**config.mk**
```make
export PLATFORM = sky130hd
export DESIGN_NAME = counter_mod_updn_flat
export DESIGN_NICKNAME = d
export VERILOG_FILES = /design/src/rtl/counter_mod_updn_if.sv /design/src/rtl/counter_mod_updn.sv /design/src/flat_wrapper.sv
export SDC_FILE = /design/constraint.sdc
export NUM_CORES = 1
export LEC_CHECK = 0
export ABC_AREA = 1
export CAP_MARGIN = 10
export CORE_ASPECT_RATIO = 0.8
export CORE_MARGIN = 5
export CORE_UTILIZATION = 50
export CTS_BUF_LIST = sky130_fd_sc_hd__clkbuf_4 sky130_fd_sc_hd__clkbuf_8
export CTS_CLUSTER_DIAMETER = 100
export DETAILED_ROUTE_END_ITERATION = 16
export GPL_TIMING_DRIVEN = 1
export PLACE_DENSITY = 0.76
export SETUP_SLACK_MARGIN = 0.4
export SLEW_MARGIN = 0
export SYNTH_ARGS = -nofsm -noshare
export SYNTH_HDL_FRONTEND = slang
export SYNTH_SLANG_ARGS = --single-unit
```
**constraint.sdc**
```tcl
create_clock -name clk -period 2.6 [get_ports clk]
set_input_delay 0.78 -clock clk [delete_from_list [all_inputs] [get_ports clk]]
set_output_delay 0.78 -clock clk [all_outputs]
set_load 0.05 [all_outputs]
```
**src/rtl/counter_mod_updn_if.sv**
```systemverilog
`default_nettype none
// +--------------------------------------------------------------------+
// | counter_mod_updn_if : control/status bundle for counter_mod_updn   |
// | rev 1.0                                                            |
// +--------------------------------------------------------------------+
interface counter_mod_updn_if #(
  parameter int WIDTH = 9
);
  logic             enable;
  logic             sclr;
  logic             load;
  logic [WIDTH-1:0] load_val;
  logic             up_dn;
  logic [WIDTH-1:0] count;
  logic             tc;
  logic             ovf;

  modport master (
    output enable, sclr, load, load_val, up_dn,
    input  count, tc, ovf
  );

  modport slave (
    input  enable, sclr, load, load_val, up_dn,
    output count, tc, ovf
  );
endinterface
`default_nettype wire

```
**src/rtl/counter_mod_updn.sv**
```systemverilog
`default_nettype none
// +--------------------------------------------------------------------+
// | counter_mod_updn : modulo up/down counter, prescaler, wrap/saturate |
// | rev 1.0                                                            |
// +--------------------------------------------------------------------+
module counter_mod_updn #(
  parameter int              WIDTH    = 9,
  parameter longint unsigned MODULUS  = 512,
  parameter int              SATURATE = 0,
  parameter int              PRESCALE = 1
) (
  input  wire logic         clk,
  input  wire logic         clr_n,
  counter_mod_updn_if.slave bus
);

  localparam logic [WIDTH-1:0] C_MAX     = WIDTH'(MODULUS - 1);
  localparam logic [15:0]      C_PRE_MAX = 16'(PRESCALE - 1);

  logic [WIDTH-1:0] count_q, count_d;
  logic [15:0]      pre_q, pre_d;
  logic             ovf_q, ovf_d;
  logic             w_tick;

  assign w_tick = bus.enable && (pre_q == C_PRE_MAX);

  always_comb begin
    count_d = count_q;
    pre_d   = pre_q;
    ovf_d   = 1'b0;
    if (bus.sclr) begin
      count_d = '0;
      pre_d   = '0;
    end else if (bus.load) begin
      // Out-of-range loads clamp so count never leaves 0..MODULUS-1
      count_d = (bus.load_val > C_MAX) ? C_MAX : bus.load_val;
      pre_d   = '0;
    end else if (bus.enable) begin
      pre_d = w_tick ? 16'd0 : pre_q + 16'd1;
      if (w_tick) begin
        if (bus.up_dn) begin
          if (count_q == C_MAX) begin
            ovf_d = 1'b1;
            if (SATURATE == 0) count_d = '0;
          end else begin
            count_d = count_q + WIDTH'(1);
          end
        end else begin
          if (count_q == '0) begin
            ovf_d = 1'b1;
            if (SATURATE == 0) count_d = C_MAX;
          end else begin
            count_d = count_q - WIDTH'(1);
          end
        end
      end
    end
  end

  always_ff @(posedge clk or negedge clr_n) begin
    if (!clr_n) begin
      count_q <= '0;
      pre_q   <= '0;
      ovf_q   <= 1'b0;
    end else begin
      count_q <= count_d;
      pre_q   <= pre_d;
      ovf_q   <= ovf_d;
    end
  end

  assign bus.count = count_q;
  assign bus.ovf   = ovf_q;
  assign bus.tc    = bus.up_dn ? (count_q == C_MAX) : (count_q == '0);

endmodule
`default_nettype wire

```
**src/flat_wrapper.sv**
```systemverilog
// flat-port wrapper written by rule: the top's interface ports become plain ports
module counter_mod_updn_flat 
#(
  parameter int              WIDTH    = 9,
  parameter longint unsigned MODULUS  = 512,
  parameter int              SATURATE = 0,
  parameter int              PRESCALE = 1
)
  (clk, clr_n, bus_enable, bus_sclr, bus_load, bus_load_val, bus_up_dn, bus_count, bus_tc, bus_ovf);
  counter_mod_updn_if #(.WIDTH(WIDTH)) bus_i ();
  input  wire logic clk;
  input  wire logic clr_n;
  input wire logic [$bits(bus_i.enable)-1:0] bus_enable;
  input wire logic [$bits(bus_i.sclr)-1:0] bus_sclr;
  input wire logic [$bits(bus_i.load)-1:0] bus_load;
  input wire logic [$bits(bus_i.load_val)-1:0] bus_load_val;
  input wire logic [$bits(bus_i.up_dn)-1:0] bus_up_dn;
  output wire logic [$bits(bus_i.count)-1:0] bus_count;
  output wire logic [$bits(bus_i.tc)-1:0] bus_tc;
  output wire logic [$bits(bus_i.ovf)-1:0] bus_ovf;
  assign bus_i.enable = bus_enable;
  assign bus_i.sclr = bus_sclr;
  assign bus_i.load = bus_load;
  assign bus_i.load_val = bus_load_val;
  assign bus_i.up_dn = bus_up_dn;
  assign bus_count = bus_i.count;
  assign bus_tc = bus_i.tc;
  assign bus_ovf = bus_i.ovf;
  counter_mod_updn #(.WIDTH(WIDTH), .MODULUS(MODULUS), .SATURATE(SATURATE), .PRESCALE(PRESCALE)) u_core (.clk(clk), .clr_n(clr_n), .bus(bus_i));
endmodule
```
==> results of run 1 <==
-- metal layers --
metal  share of wire  global-route usage  vias up
met4          0.0046              0.0422        0
met1            0.50               0.357      998
li1                -                   -     1092
met2            0.41               0.324       74
met3           0.079              0.0554        6
met5               0                   0        -
-- power breakdown --
| part | total (mW) | switching [mW] | internal [mW] |
|---|---|---|---|
| registers | 0.452 | 0.0307 | 0.422 |
| clock network | 0.270 | 0.134 | 0.136 |
| logic | 0.350 | 0.216 | 0.133 |
| total | 1.07 | 0.381 | 0.691 |
-- critical path: cells and delay by family, from the launching register on --
family	cells	cell delay [ps]
buffers and inverters	2	190
flip-flops	1	440
adder cells (fa/ha/maj)	2	400
AND/OR/NAND/NOR	5	450
-- logic make-up after synthesis --
group                      Yosys count  share of synthesized area
DFF                                 26                      0.322
adders and majority gates            5                     0.0310
AOI/OAI and AO/OA                   29                     0.0768
xor gates and xnor gates             6                     0.0260
and+or+nand+nor                    207                      0.454
buffers and inverters               42                     0.0905
-- flip-flops by register name, summed over array words and instances, names as in the netlist --
| name | count |
|---|---|
| u_core.pre_q | 16 |
| u_core.bus.count | 9 |
| u_core.bus.ovf | 1 |
-- layout make-up --
class,instances,area [um^2]
Multi-Input combinational cell,247,1260
Timing Repair Buffer,46,412
Clock buffer,4,55.1
Sequential cell,26,658
Inverter,35,138
Tap cell,55,68.8
Fill cell,361,1260
-- worst min-delay path by stage --
stage,slack (ps),from,endpoint
6_report,530,u_core.pre_q[15],u_core.pre_q[15]
5_1_grt,580,u_core.pre_q[15],u_core.pre_q[15]
4_1_cts,530,u_core.pre_q[15],u_core.pre_q[15]
3_5_place_dp,510,u_core.pre_q[15],u_core.pre_q[15]
3_3_place_gp,500,u_core.pre_q[15],u_core.pre_q[15]
2_1_floorplan,470,u_core.pre_q[15],u_core.pre_q[15]
-- through the flow --
stage / setup slack (ps) / hold WS, ps / total power [mW] / TNS, ps / std cells
CTS: 57.5 / 534 / 1.07 / 0 / 411
global route: -9.87 / 580 / 1.14 / -9.87 / 413
global placement: 118 / 501 / 0.770 / 0 / 395
detailed placement: 102 / 512 / 0.773 / 0 / 395
floorplan: 335 / 475 / 0.667 / 0 / 315
finish: 48.4 / 534 / 1.07 / 0 / 413
-- timing repair --
action	in CTS	in global routing
pin swaps	7	5
hold endpoints to repair	0	0
buffers inserted	12	2
gates cloned	0	0
resized for setup	16	4
endpoints found under the setup margin	10	14
-- cells in the final DEF (no fill, tap or decap), drive strengths merged, types with 4 or more instances in the layout --
cell type / n
a21oi: 6
buf: 22
clkbuf: 4
clkdlybuf4s50: 14
dfrtp: 26
dlygate4sd2: 8
ha: 5
inv: 33
nand2: 96
nand3: 30
nand4: 10
nor2: 59
nor3: 8
o21ai: 19
xor2: 6
==> flow_metrics.py, run 1 <==
metrics = {
    "place": {
        "dpl-instance-area_mm2": 0.00241,
        "port_buffers": 25,
        "dpl.hpwl_um": 4080,
        "gp_congestion": 0.923,
    },
    "worst_setup_path": {
        "rrSetupSlack_ps": 630,
        "arrival_ps": 1770,
        "crit_fanout": 4,
        "slowest_stage": "dfrtp_2",
        "critPathCapture": "bus_tc",
        "startpoint_type": "flop",
        "cp_cell_sequence": "ha_4, nand2_2, inv_2, nand4_1, nor2_1, ha_2, nand2_4, nand2_8, buf_12",
        "regToRegStartpoint": "u_core.bus.count[0]",
        "r2r-end": "u_core.bus.count[1]",
        "crit_path_end_kind": "primary output",
        "critPathLaunch": "u_core.bus.count[0]",
        "setup.worst_path.class": "reg -> out",
        "crit_required_ps": 1820,
        "reg2reg_depth": 12,
        "cpPeakStageDelay_ps": 440,
    },
    "yosys": {
        "yosys-top-cells-area": "dfrtp_1 32%, nand2_1 17%, nor2_1 10%",
        "ys_ff_latch": 26,
        "yosys-top-cells-count": "93 x nand2_1, 56 x nor2_1, 32 x inv_1",
        "synth_cells": 315,
        "seq_area_frac_synth": 0.322,
        "yosys.area.top_type": "dfrtp_1",
        "syn_avg_cell_area_um2": 6.41,
        "synthDistinctLibCells": 29,
        "async_flop_share": 1.00,
        "synth_edf_count": 0,
        "yosysWarningCount": 0,
        "yosysTopAreaCellShare": 0.322,
        "synth_area_mm2": 0.00202,
        "syn_nets": 335,
        "yosysMostFrequentCell": "nand2_1",
        "synth_flop_cell": "dfrtp_1",
    },
    "finish": {
        "drive_gt1_frac": 0.159,
        "final_area_mm2": 0.00259,
        "area_growth_pct": 28.5,
        "fin_util": 0.673,
        "nNetsFinal": 379,
        "insertedDiodeCount": 0,
    },
    "route": {
        "routed_wl_um": 5640,
        "route.detailed.drc": 0,
        "ant_nets": 0,
        "viasPerCell": 5.25,
        "firstDrtPassIters": 4,
        "wire_per_inst_um": 13.7,
        "drt-initial-drc-count": 251,
        "via_count": 2170,
    },
    "sta": {
        "grt_setup_unrepaired": "true",
        "setup_viol": 0,
        "finalHoldViolCount": 0,
        "fin_crit_sh": 0.981,
        "period_needed_ps": 2550,
        "max_freq_mhz": 392,
        "tightest_slew_ps": 502,
        "clock-skew-final_ps": 2.87,
        "finalMaxSlewViolations": 0,
        "relSlewSlack": 0.665,
    },
    "die": {
        "initial_utilization": 0.524,
        "die-width_um": 81.1,
        "dieArea_mm2": 0.00542,
        "rows": 20,
        "io_pins": 26,
        "dieHeight_um": 66.8,
        "core_area_mm2": 0.00385,
    },
    "clock_network": {
        "clockBufferDepth": 2,
        "cts_inserted_buffers": 3,
        "clk_latency_ps": 280,
        "htree_levels": 1,
        "cts_tree": "built",
        "ctsHoldBuffers": 0,
        "clk_pin_slew_ps": 90,
        "clock_sinks": 26,
        "root_buffer": "clkbuf_8",
    },
    "run_status": {
        "status": "completed",
    },
    "hold_path": {
        "hold_path_class": "reg -> reg",
        "holdPathStages": 2,
    },
    "power": {
        "vdd_drop_max_v": 0.000346,
        "p_leak_nw": 1.24,
        "powerDensity_mw_per_mm2": 413,
    },
    "global_route": {
        "grt_antenna_before_repair": 0,
        "grt_start_max_net_pins": 27,
        "grt.total_usage": 0.231,
        "grt-ovfl-total": 0,
        "grt_pass1_vias": 1999,
        "grt_pass1_wl_um": 9730,
    },
    "run": {
        "maxCapViolations": 0,
    },
}
Note: power is estimated with default switching activity, not from simulation.
==> inputs of run 2 (changes only) <==
- CORE_UTILIZATION: 50 -> 53
- HOLD_SLACK_MARGIN: not set -> 0.06
- PLACE_DENSITY: 0.76 -> 0.8
- SKIP_CTS_REPAIR_TIMING: not set -> 1
==> run 2 against run 1 <==
Worst hold slack got worse by 4.8 ps. Maximum frequency fell by 1.6%. Global-route usage down 1.8 points. Power up 0.46%. Sequential share of layout area shrank 0.30 points. Setup slack got worse by 41 ps. Via count up 2.1%.
==> flow_metrics.py, run 2 (synthesis gave the netlist of run 1 again) <==
metrics = {
    "finish": {
        "layout_commonest_cell": "nand2_1",
        "nNetsFinal": 382,
        "largest_register_ffs": 16,
        "insertedDiodeCount": 0,
        "area_growth_pct": 30.0,
        "drive_gt1_frac": 0.166,
        "mostFrequentLayoutCells": "88 x nand2_1, 56 x nor2_1, 30 x nand3_1",
        "final_area_mm2": 0.00263,
        "largest_register": "u_core.pre_q",
        "final_cells": 405,
    },
    "route": {
        "route.detailed.drc": 0,
        "wire_per_inst_um": 13.5,
        "firstDrtPassIters": 6,
        "ant_nets": 0,
        "via_count": 2216,
        "routed_wl_um": 5490,
        "drt-initial-drc-count": 203,
        "viasPerCell": 5.47,
    },
    "sta": {
        "grt_setup_unrepaired": "true",
        "setup_viol": 0,
        "finalHoldViolCount": 0,
        "max_freq_mhz": 386,
        "relSlewSlack": 0.662,
        "clock-skew-final_ps": 10.7,
        "period_needed_ps": 2590,
        "tightest_slew_ps": 506,
        "finalMaxSlewViolations": 0,
        "fin_crit_sh": 0.997,
    },
    "global_route": {
        "grt.total_usage": 0.213,
        "grt_use_met1": 0.334,
        "grt_use_met2": 0.301,
        "gr-usage-met3": 0.0425,
        "busiest_layer": "met1",
        "grt_pass1_wl_um": 8860,
        "grt_antenna_before_repair": 0,
        "grt-ovfl-total": 0,
        "grt_pass1_vias": 1828,
        "grt_start_max_net_pins": 27,
    },
    "worst_setup_path": {
        "crit_fanout": 4,
        "startpoint_type": "flop",
        "cp_cell_sequence": "ha_4, nand2_2, inv_2, nand4_1, nor2_1, ha_2, nand2_4, nand2_8, buf_12",
        "slowest_stage": "dfrtp_2",
        "crit_path_end_kind": "primary output",
        "crit_required_ps": 1820,
        "worstPathBufferInverterCount": 2,
        "critical-path-top-delay-family": "simple AND/OR/NAND/NOR gates",
        "cpPeakStageDelay_ps": 450,
        "arrival_ps": 1810,
        "setup.worst_path.class": "reg -> out",
    },
    "place": {
        "port_buffers": 25,
        "dpl.hpwl_um": 3910,
        "gp_congestion": 0.932,
        "dpl-instance-area_mm2": 0.00240,
        "place_inst": 385,
    },
    "die": {
        "rows": 20,
        "dieHeight_um": 65.2,
        "io_pins": 26,
        "dieArea_mm2": 0.00515,
        "initial_utilization": 0.542,
        "die-width_um": 79.0,
        "core_area_mm2": 0.00373,
    },
    "clock_network": {
        "root_buffer": "clkbuf_8",
        "clockBufferDepth": 2,
        "htree_levels": 1,
        "clk_latency_ps": 280,
        "cts_inserted_buffers": 3,
        "clock_sinks": 26,
        "clk_pin_slew_ps": 100,
        "cts_tree": "built",
    },
    "power": {
        "p_leak_nw": 1.35,
        "powerDensity_mw_per_mm2": 410,
        "vdd_drop_max_v": 0.000337,
    },
    "run_status": {
        "status": "completed",
    },
    "hold_path": {
        "hold_path_class": "reg -> reg",
    },
    "run": {
        "maxCapViolations": 0,
    },
}
-- run 2: cell count changes in the layout (fill, tap and decap cells not counted), sizes merged --
cell,before,now
clkinvlp,1,2
dlygate4sd2,8,0
dlymetal6s2s,1,10
clkdlybuf4s15,1,0
buf,22,24
-- run 2: power by group --
| part | leakage (nW) | switching [mW] | internal [mW] |
|---|---|---|---|
| sequential | 0.345 | 0.0312 | 0.422 |
| clock | 0.0288 | 0.134 | 0.136 |
| combinational | 0.978 | 0.212 | 0.143 |
| total | 1.35 | 0.377 | 0.700 |
-- run 2: cell type report --
class                   instances  area (um^2)
repair inverters                1         5.00
clock buffers                   4         55.1
well taps                      44         55.1
flip-flops and latches         26          658
multi-input cells             247         1260
fillers                       307         1100
repair buffers                 48          458
inverters                      35          138
-- run 2: per-layer routing --
layer | wire (um) | share of wire
met5 | 0 | 0
met4 | 35 | 0.0064
met3 | 559 | 0.10
met2 | 2220 | 0.40
met1 | 2670 | 0.49
-- run 2: worst paths after layout --
kind / startpoint / endpoint / cells after the start / slack, ps
max: u_core.bus.count[0] / bus_tc / 9 / 7
min: u_core.pre_q[15] / u_core.pre_q[15] / 2 / 530
max reg2reg: u_core.bus.count[0] / u_core.bus.count[5] / 14 / 610
min reg2reg: u_core.pre_q[15] / u_core.pre_q[15] / 2 / 530
max in group asynchronous: clr_n / u_core.bus.count[5] / 2 / 1460
min in group asynchronous: clr_n / u_core.pre_q[3] / 2 / 860
-- run 2: worst min-delay path, stage by stage (launching register included) --
cell,delay [ps]
dfrtp_1,380
nand2_1,60
o21ai_0,60
-- run 2: stage by stage --
| step | hold WS (ps) | total power [mW] | TNS [ps] | setup slack (ps) | util |
|---|---|---|---|---|---|
| floorplan | 475 | 0.667 | 0 | 335 | - |
| global placement | 494 | 0.769 | 0 | 121 | 0.644 |
| detailed placement | 508 | 0.773 | 0 | 109 | 0.644 |
| CTS | 529 | 1.04 | -45.4 | -45.4 | 0.659 |
| global route | 586 | 1.14 | -83.6 | -83.6 | 0.704 |
| finish | 530 | 1.08 | 0 | 7.35 | 0.704 |
==> inputs of run 3 (changes only) <==
- SKIP_LAST_GASP: not set -> 1
==> run 3 against run 2 <==
Non-clock buffer count unchanged. Clock power about the same. Critical path depth unchanged. Design area about the same. Sequential cell count unchanged. Cell count unchanged. First-iteration DRC count down 0.49%. Die area unchanged. Global-route usage unchanged. Combinational power about the same. Highest routed layer unchanged.
==> flow_metrics.py, run 3 (synthesis gave the netlist of run 1 again) <==
metrics = {
    "power": {
        "vdd_drop_max_v": 0.000338,
        "comb_power_share": 0.329,
        "switchingPower_uw": 377,
        "pwr-share-seq": 0.420,
        "internal_power_uw": 700,
        "p_sw_frac": 0.350,
        "p_leak_nw": 1.35,
        "powerDensity_mw_per_mm2": 410,
        "power_frac_clock": 0.250,
    },
    "worst_setup_path": {
        "startpoint_type": "flop",
        "crit_required_ps": 1820,
        "setup.worst_path.class": "reg -> out",
        "regToRegStartpoint": "u_core.bus.count[0]",
        "crit_fanout": 4,
        "reg2reg_depth": 14,
        "crit_path_end_kind": "primary output",
        "r2r-end": "u_core.bus.count[5]",
        "rrSetupSlack_ps": 620,
        "arrival_ps": 1810,
        "critPathLaunch": "u_core.bus.count[0]",
        "critPathCapture": "bus_tc",
    },
    "finish": {
        "layout_commonest_cell": "nand2_1",
        "final_cells": 405,
        "drive_gt1_frac": 0.163,
        "largest_register": "u_core.pre_q",
        "nNetsFinal": 382,
        "area_growth_pct": 29.9,
        "fin_util": 0.704,
        "largest_register_ffs": 16,
        "mostFrequentLayoutCells": "89 x nand2_1, 56 x nor2_1, 30 x nand3_1",
        "insertedDiodeCount": 0,
    },
    "die": {
        "io_pins": 26,
        "core_area_mm2": 0.00373,
        "die-width_um": 79.0,
        "initial_utilization": 0.542,
        "dieHeight_um": 65.2,
        "dieArea_mm2": 0.00515,
        "rows": 20,
    },
    "route": {
        "viasPerCell": 5.47,
        "routed_wl_um": 5490,
        "via_count": 2216,
        "ant_nets": 0,
        "drt-initial-drc-count": 202,
        "firstDrtPassIters": 6,
        "route.detailed.drc": 0,
        "wire_per_inst_um": 13.6,
    },
    "hold_path": {
        "hold_path_class": "reg -> reg",
    },
    "sta": {
        "setup_viol": 0,
        "relSlewSlack": 0.662,
        "tightest_slew_ps": 506,
        "grt_setup_unrepaired": "true",
        "period_needed_ps": 2590,
        "max_freq_mhz": 387,
        "finalHoldViolCount": 0,
        "clock-skew-final_ps": 10.7,
        "fin_crit_sh": 0.995,
        "finalWorstSetupSlack_ps": 14.3,
        "finalMaxSlewViolations": 0,
    },
    "global_route": {
        "grt_start_max_net_pins": 27,
        "grt_pass1_wl_um": 8860,
        "grt-ovfl-total": 0,
        "grt_antenna_before_repair": 0,
        "grt_pass1_vias": 1828,
        "grt.total_usage": 0.213,
    },
    "clock_network": {
        "htree_levels": 1,
        "clockBufferDepth": 2,
        "clk_latency_ps": 280,
        "cts_inserted_buffers": 3,
        "root_buffer": "clkbuf_8",
        "clk_pin_slew_ps": 100,
        "clock_sinks": 26,
        "cts_tree": "built",
    },
    "place": {
        "gp_congestion": 0.932,
        "place_inst": 385,
        "dpl.hpwl_um": 3910,
        "port_buffers": 25,
        "place_ws_ps": 109,
    },
    "run": {
        "maxCapViolations": 0,
    },
    "run_status": {
        "status": "completed",
    },
}
run 3: cell counts in the layout (fill, tap and decap cells not counted):
Identical to the previous run, type by type.
run 3: per-stage QoR:
stage	TNS [ps]	power, mW	instance area, um^2	hold WS, ps
after floorplan	0	0.667	2080	475
after global placement	0	0.769	2400	494
after detailed placement	0	0.773	2400	508
after CTS	-45.4	1.04	2460	529
after global routing	-83.6	1.14	2620	586
final	0	1.08	2620	530
run 3: power by group through the flow:
| stage | Sequential, mW | Clock [mW] | Combinational (mW) |
|---|---|---|---|
| after floorplan | 0.501 | 0 | 0.166 |
| after global placement | 0.462 | 0 | 0.307 |
| after detailed placement | 0.462 | 0 | 0.311 |
| after CTS | 0.454 | 0.273 | 0.312 |
| after global routing | 0.457 | 0.292 | 0.389 |
| final | 0.453 | 0.269 | 0.355 |
run 3: worst min path at each step:
| stage | start | endpoint | depth (start not counted) |
|---|---|---|---|
| CTS | u_core.pre_q[15] | u_core.pre_q[15] | 2 |
| global route | u_core.pre_q[14] | u_core.pre_q[14] | 2 |
| detailed placement | u_core.pre_q[15] | u_core.pre_q[15] | 2 |
| floorplan | u_core.pre_q[15] | u_core.pre_q[15] | 2 |
| finish | u_core.pre_q[15] | u_core.pre_q[15] | 2 |
| global placement | u_core.pre_q[15] | u_core.pre_q[15] | 2 |
run 3: final cells by class:
class | count | area [um^2]
Clock buffer | 4 | 55.1
Fill cell | 308 | 1100
Inverter | 35 | 138
Multi-Input combinational cell | 247 | 1250
Sequential cell | 26 | 658
Tap cell | 44 | 55.1
Timing Repair Buffer | 48 | 458
Timing Repair inverter | 1 | 5.00
run 3: metal layers:
metal / global-route usage / part of all wire / wire, um
met3: 0.0425 / 0.10 / 557
met2: 0.301 / 0.40 / 2220
met4: 0.0408 / 0.0064 / 35
met1: 0.334 / 0.49 / 2670
met5: 0 / 0 / 0
run 3: worst max-delay path, cell delays in order, from the launching register on:
cell	delay (ps)
dfrtp_2	450
ha_4	160
nand2_2	50
inv_2	70
nand4_1	110
nor2_1	160
ha_2	250
nand2_4	90
nand2_8	60
buf_12	120
